==> config.mk <==
export PLATFORM = sky130hd
export DESIGN_NAME = ep_serial_tx_flat
export DESIGN_NICKNAME = d
export VERILOG_FILES = /design/src/rtl/ep_serial_tx_if.sv /design/src/rtl/ep_serial_tx.sv /design/src/flat_wrapper.sv
export SDC_FILE = /design/constraint.sdc
export NUM_CORES = 1
export LEC_CHECK = 0
export CAP_MARGIN = 20
export CORE_MARGIN = 10
export CORE_UTILIZATION = 53
export CTS_BUF_LIST = sky130_fd_sc_hd__clkbuf_8 sky130_fd_sc_hd__clkbuf_16
export DETAILED_ROUTE_END_ITERATION = 12
export GPL_ROUTABILITY_DRIVEN = 1
export GPL_TIMING_DRIVEN = 0
export HOLD_SLACK_MARGIN = 0.03
export PLACE_DENSITY = 0.85
export SYNTH_ARGS = -nofsm -noshare
export SYNTH_HDL_FRONTEND = slang
export SYNTH_SLANG_ARGS = --single-unit
==> constraint.sdc <==
create_clock -name clk -period 2 [get_ports clk]
set_input_delay 0.2 -clock clk [delete_from_list [all_inputs] [get_ports clk]]
set_output_delay 0.2 -clock clk [all_outputs]
set_load 0.02 [all_outputs]
==> src/rtl/ep_serial_tx_if.sv <==
// ep_serial_tx_if: parallel word handshake into the serial transmitter.
// The master offers din/din_valid and the transmitter answers with din_ready.
interface ep_serial_tx_if #(
    parameter int DATA_W = 8
);
    logic [DATA_W-1:0] din;
    logic              din_valid;
    logic              din_ready;

    modport master (
        output din,
        output din_valid,
        input  din_ready
    );

    modport slave (
        input  din,
        input  din_valid,
        output din_ready
    );
endinterface

==> src/rtl/ep_serial_tx.sv <==
// ep_serial_tx: even-parity serial frame transmitter.
// Idle-high line; frame = start, data LSB first, parity, stop.
module ep_serial_tx #(
    parameter int DATA_W       = 8,
    parameter int CLKS_PER_BIT = 4
) (
    input  logic          clk,
    input  logic          rst_n,
    ep_serial_tx_if.slave link,
    output logic          txd,
    output logic          busy,
    output logic          par
);
    localparam int CW = (CLKS_PER_BIT > 1) ? $clog2(CLKS_PER_BIT) : 1;
    localparam int IW = $clog2(DATA_W + 1);
    localparam logic [CW-1:0] CNT_LAST = CW'(CLKS_PER_BIT - 1);
    localparam logic [IW-1:0] IDX_LAST = IW'(DATA_W - 1);

    typedef enum logic [2:0] {
        IDLE, START, DATA, PARITY, STOP
    } state_t;

    state_t state, state_n;

    logic [CW-1:0]     cnt, cnt_n;
    logic [IW-1:0]     idx, idx_n;
    logic [DATA_W-1:0] shift, shift_n, shift_nx;
    logic              par_n, txd_n, busy_n;
    logic              rdy, rdy_n, bit_end;

    assign link.din_ready = rdy;
    assign bit_end        = (cnt == CNT_LAST);
    assign shift_nx       = shift >> 1;

    always_ff @(posedge clk or negedge rst_n) begin
        if (!rst_n) begin
            state <= IDLE;
            cnt   <= '0;
            idx   <= '0;
            shift <= '0;
            par   <= 1'b0;
            txd   <= 1'b1;
            busy  <= 1'b0;
            rdy   <= 1'b0;
        end else begin
            state <= state_n;
            cnt   <= cnt_n;
            idx   <= idx_n;
            shift <= shift_n;
            par   <= par_n;
            txd   <= txd_n;
            busy  <= busy_n;
            rdy   <= rdy_n;
        end
    end

    // Outputs are computed for the state being entered, so the
    // registered txd/busy/din_ready line up with the new state.
    always_comb begin
        state_n = state;
        cnt_n   = cnt;
        idx_n   = idx;
        shift_n = shift;
        par_n   = par;
        txd_n   = 1'b1;
        busy_n  = 1'b1;
        rdy_n   = 1'b0;
        unique case (state)
            IDLE: begin
                busy_n = 1'b0;
                rdy_n  = 1'b1;
                if (link.din_valid && rdy) begin
                    shift_n = link.din;
                    par_n   = ^link.din;
                    cnt_n   = '0;
                    idx_n   = '0;
                    state_n = START;
                    txd_n   = 1'b0;
                    busy_n  = 1'b1;
                    rdy_n   = 1'b0;
                end
            end
            START: begin
                txd_n = 1'b0;
                if (bit_end) begin
                    cnt_n   = '0;
                    state_n = DATA;
                    txd_n   = shift[0];
                end else begin
                    cnt_n = cnt + 1'b1;
                end
            end
            DATA: begin
                txd_n = shift[0];
                if (bit_end) begin
                    cnt_n   = '0;
                    shift_n = shift_nx;
                    idx_n   = idx + 1'b1;
                    if (idx == IDX_LAST) begin
                        state_n = PARITY;
                        txd_n   = par;
                    end else begin
                        txd_n = shift_nx[0];
                    end
                end else begin
                    cnt_n = cnt + 1'b1;
                end
            end
            PARITY: begin
                txd_n = par;
                if (bit_end) begin
                    cnt_n   = '0;
                    state_n = STOP;
                    txd_n   = 1'b1;
                end else begin
                    cnt_n = cnt + 1'b1;
                end
            end
            STOP: begin
                txd_n = 1'b1;
                if (bit_end) begin
                    cnt_n   = '0;
                    state_n = IDLE;
                    busy_n  = 1'b0;
                    rdy_n   = 1'b1;
                end else begin
                    cnt_n = cnt + 1'b1;
                end
            end
            default: begin
                state_n = IDLE;
                busy_n  = 1'b0;
            end
        endcase
    end
endmodule
==> src/flat_wrapper.sv <==
// flat-port wrapper written by rule: the top's interface ports become plain ports
module ep_serial_tx_flat 
#(
    parameter int DATA_W       = 8,
    parameter int CLKS_PER_BIT = 4
)
  (clk, rst_n, txd, busy, par, link_din, link_din_valid, link_din_ready);
  ep_serial_tx_if #(.DATA_W(DATA_W)) link_i ();
  input  logic clk;
  input  logic rst_n;
  output logic txd;
  output logic busy;
  output logic par;
  input wire logic [$bits(link_i.din)-1:0] link_din;
  input wire logic [$bits(link_i.din_valid)-1:0] link_din_valid;
  output wire logic [$bits(link_i.din_ready)-1:0] link_din_ready;
  assign link_i.din = link_din;
  assign link_i.din_valid = link_din_valid;
  assign link_din_ready = link_i.din_ready;
  ep_serial_tx #(.DATA_W(DATA_W), .CLKS_PER_BIT(CLKS_PER_BIT)) u_core (.clk(clk), .rst_n(rst_n), .link(link_i), .txd(txd), .busy(busy), .par(par));
endmodule
==> results of run 1 <==
[stage by stage]
step                      hold WS (ps)  setup WS, ps  power (W)  util (%)
after global routing               537           148    0.00212      67.8
after global placement             462           343    0.00163      65.6
after CTS                          495           278    0.00197      67.8
after detailed placement           478           302    0.00170      65.6
final                              474           278    0.00196      67.8
after floorplan                  -95.6           481    0.00142         -
[Yosys cell counts, drive strengths merged, types with 2 or more instances]
master / number / area, µm²
nand2: 16 / 60.1
nor2: 8 / 30.0
mux2i: 8 / 80.1
nor3: 3 / 20.0
o211ai: 2 / 15.0
dfrtp: 20 / 500
xor2: 3 / 26.3
nor2b: 2 / 12.5
nand3: 2 / 10.0
o21ai: 14 / 85.1
clkbuf: 2 / 8.75
xnor2: 7 / 61.3
buf: 3 / 33.8
ha: 2 / 25.0
nand3b: 2 / 15.0
a21oi: 4 / 23.8
[worst max-delay path: cells and delay by family, from the launching register on]
kind                       cells  cell delay (ps)
DFF                            1              420
adders and majority gates      1              210
and+or+nand+nor                2              320
buffers and inverters          2              340
AOI/OAI and AO/OA              2              330
[area by class of cell]
class / instances / area share (%)
repair buffers: 14 / 10.3
plain buffers: 5 / 3.13
clock inverters: 1 / 0.276
clock buffers: 3 / 3.04
inverters: 1 / 0.276
well taps: 27 / 2.49
multi-input cells: 86 / 41.7
flip-flops and latches: 21 / 38.8
[power by group through the flow]
stage | Sequential, W | Combinational [W] | Clock (W)
5_1_grt | 0.000786 | 0.00104 | 0.000289
3_3_place_gp | 0.000755 | 0.000877 | 0
3_5_place_dp | 0.000768 | 0.000931 | 0
4_1_cts | 0.000760 | 0.000937 | 0.000275
6_report | 0.000761 | 0.000926 | 0.000270
2_1_floorplan | 0.000780 | 0.000637 | 0
[layer usage]
layer  track usage, %  vias up  part of all wire [%]
li1                 -      428                     -
met1             12.5      420                    42
met2             19.6       16                    52
met3             3.05        4                   4.9
met4             2.88        0                   1.3
met5                0        -                     0
[worst max-delay path by stage]
stage,to,cells past startpoint,slack [ps],from
2_1_floorplan,u_core.shift[1]$_DFFE_PN0P_,6,480,u_core.cnt[0]$_DFFE_PN0P_
3_3_place_gp,u_core.shift[2]$_DFFE_PN0P_,6,340,u_core.cnt[0]$_DFFE_PN0P_
3_5_place_dp,u_core.shift[5]$_DFFE_PN0P_,7,300,u_core.cnt[0]$_DFFE_PN0P_
4_1_cts,u_core.shift[5]$_DFFE_PN0P_,7,280,u_core.cnt[0]$_DFFE_PN0P_
5_1_grt,u_core.shift[5]$_DFFE_PN0P_,7,150,u_core.cnt[0]$_DFFE_PN0P_
6_report,u_core.shift[5]$_DFFE_PN0P_,7,280,u_core.cnt[0]$_DFFE_PN0P_
[cell families after synthesis]
logic type,count (synthesis),share of synthesized area [%]
multiplexers,8,7.03
AND/OR/NAND/NOR,39,17.1
AO/OA/AOI/OAI,27,15.6
XOR/XNOR,10,7.69
flip-flops,21,46.3
adder cells (fa/ha/maj),2,2.20
buffers and inverters,6,4.06
[registers in the layout (all words and copies together), names as in the netlist]
signal / flops
u_core.state: 3
u_core.idx: 4
u_core.cnt: 2
u_core.txd: 1
u_core.busy: 1
u_core.shift: 8
u_core.link.din_ready: 1
u_core.par: 1
==> reports/metrics.json, run 1 <==
{
  "status": {"value": "complete, no violations"},
  "max_freq": {"value": 581, "unit": "MHz"},
  "grt.total_usage": {"value": 11.0, "unit": "%"},
  "antenna-diode-count": {"value": 0},
  "synthesis.yosys.warnings": {"value": 0},
  "post_synth_num_cell_types": {"value": 36},
  "reg2reg_slack": {"value": 280, "unit": "ps"},
  "postSynthNetCount": {"value": 126},
  "crit_path_max_fo": {"value": 10},
  "number_of_global_route_vias_before_repair": {"value": 910},
  "p_int": {"value": 0.00118, "unit": "W"},
  "setup_viol": {"value": 0},
  "drt_iter0_drc": {"value": 36},
  "avgSynthCellArea": {"value": 10.1, "unit": "µm²"},
  "die_area": {"value": 4400, "unit": "µm²"},
  "reg2reg_depth": {"value": 7},
  "worstHoldPathType": {"value": "in2async"},
  "async_reset_ff_share": {"value": 100, "unit": "%"},
  "largest_net_degree_at_the_start_of_global_routing": {"value": 22},
  "crit_arrival": {"value": 1890, "unit": "ps"},
  "placed_cells_incl_taps": {"value": 154},
  "dieHeight": {"value": 66.4, "unit": "µm"},
  "finalWeightedCongestion": {"value": 0.787},
  "max_slew_margin": {"value": 36.1, "unit": "%"},
  "layout_commonest_cell": {"value": "sky130_fd_sc_hd__dfrtp_1"},
  "switching_share": {"value": 39.5, "unit": "%"},
  "die_width": {"value": 66.4, "unit": "µm"},
  "synth_sequential_area_ratio": {"value": 46.3, "unit": "%"},
  "post-route-min-period": {"value": 1720, "unit": "ps"},
  "clock_sink_count": {"value": 21},
  "layout_worst_path_cycle_share": {"value": 86.1, "unit": "%"},
  "count_of_buffers_inserted_at_the_top_level_ports": {"value": 14},
  "grt.overflow.total": {"value": 0},
  "pwr-share-comb": {"value": 47.3, "unit": "%"},
  "vdd.ir_drop.worst": {"value": 0.842, "unit": "mV"},
  "tritoncts_clock_tree": {"value": "built"},
  "synth_area": {"value": 1140, "unit": "µm²"},
  "register_area": {"value": 527, "unit": "µm²"},
  "total_half_perimeter_wirelength_after_legalization_and_detailed_placement": {"value": 1740, "unit": "µm"},
  "final_max_slew_viol_count": {"value": 0},
  "numCtsBuffers": {"value": 3},
  "nets": {"value": 145},
  "worstPathCellList": {"value": "ha_1 -> clkbuf_2 -> and2_2 -> o21ai_4 -> buf_6 -> nand2_1 -> o21ai_0"},
  "cts.clk_slew.worst_paths": {"value": 80, "unit": "ps"},
  "core_area": {"value": 2000, "unit": "µm²"},
  "slowest_stage": {"value": "sky130_fd_sc_hd__dfrtp_1"},
  "worstMarginPinSlew": {"value": 956, "unit": "ps"},
  "stdcell_area": {"value": 1360, "unit": "µm²"},
  "floorplan.io_pins": {"value": 15},
  "ys_seq_elements": {"value": 21},
  "route.antenna.remaining_nets": {"value": 0},
  "required": {"value": 2170, "unit": "ps"},
  "synth_enable_flop_cells": {"value": 0},
  "clock_power_share": {"value": 13.8, "unit": "%"},
  "worstSetupPathType": {"value": "reg2reg"},
  "layout.cells.non_filler": {"value": 158},
  "clockBufferDepth": {"value": 2},
  "placementRows": {"value": 16},
  "grt_setup_unrepaired": {"value": "false"},
  "htreeDepth": {"value": 1},
  "nFillCells": {"value": 163},
  "areaGrowthSynthToFinish": {"value": 19.2, "unit": "%"},
  "remaining_drc_errors": {"value": 0},
  "power_frac_seq": {"value": 38.9, "unit": "%"},
  "drt-total-wl": {"value": 2260, "unit": "µm"},
  "mostFrequentLayoutCells": {"value": "sky130_fd_sc_hd__dfrtp_1, sky130_fd_sc_hd__nand2_1, sky130_fd_sc_hd__clkdlybuf4s50_1"},
  "multi_input_area": {"value": 566, "unit": "µm²"},
  "drt_pre_antenna_iters": {"value": 4},
  "power.density": {"value": 1440, "unit": "nW/µm²"},
  "power_leakage": {"value": 0.587, "unit": "nW"},
  "grt_first_pass_wirelength": {"value": 3950, "unit": "µm"},
  "p_switching": {"value": 0.000773, "unit": "W"},
  "crit_path_launch_type": {"value": "flip-flop"},
  "initial_standard_cell_utilization_of_the_core": {"value": 56.9, "unit": "%"},
  "post_cts_resized": {"value": 0},
  "root_buffer": {"value": "sky130_fd_sc_hd__clkbuf_8"},
  "worstReg2RegStart": {"value": "u_core.cnt[0]$_DFFE_PN0P_"},
  "post_dp_cell_area": {"value": 1310, "unit": "µm²"},
  "post_synth_inst_count": {"value": 113},
  "critical_path.max_stage_delay": {"value": 420, "unit": "ps"},
  "synth-main-ff-cell": {"value": "sky130_fd_sc_hd__dfrtp_1"},
  "clock_insertion_delay_worst_skew": {"value": 260, "unit": "ps"},
  "drive_above_1_share": {"value": 11.5, "unit": "%"},
  "setup.worst_path.end_class": {"value": "flip-flop"},
  "cts_post_setup_buffers_inserted": {"value": 0},
  "finalClockSkew": {"value": 3.10, "unit": "ps"},
  "wl_per_cell": {"value": 14.3, "unit": "µm"},
  "vias": {"value": 868},
  "totalNegativeSetupSlack": {"value": 0, "unit": "ps"},
  "number_of_antenna_violations_at_the_first_check_in_global_routing": {"value": 0},
  "hold_buffer_count_at_cts": {"value": 0},
  "viasPerCell": {"value": 5.49},
  "max_cap_violations": {"value": 0},
  "hold_viol_final": {"value": 0},
  "crit-reg2reg-capture": {"value": "u_core.shift[5]$_DFFE_PN0P_"}
}
(Power assumes the default switching activity.)
==> run 2: changes to the inputs <==
--- a/config.mk
+++ b/config.mk
@@ -12,8 +12,9 @@
 export DETAILED_ROUTE_END_ITERATION = 12
 export GPL_ROUTABILITY_DRIVEN = 1
 export GPL_TIMING_DRIVEN = 0
-export HOLD_SLACK_MARGIN = 0.03
+export HOLD_SLACK_MARGIN = 0.12
 export PLACE_DENSITY = 0.85
 export SYNTH_ARGS = -nofsm -noshare
 export SYNTH_HDL_FRONTEND = slang
 export SYNTH_SLANG_ARGS = --single-unit
+export TNS_END_PERCENT = 30
==> results of run 2 <==
Same layout as run 1: the final DEF is identical, and so are final timing and power.
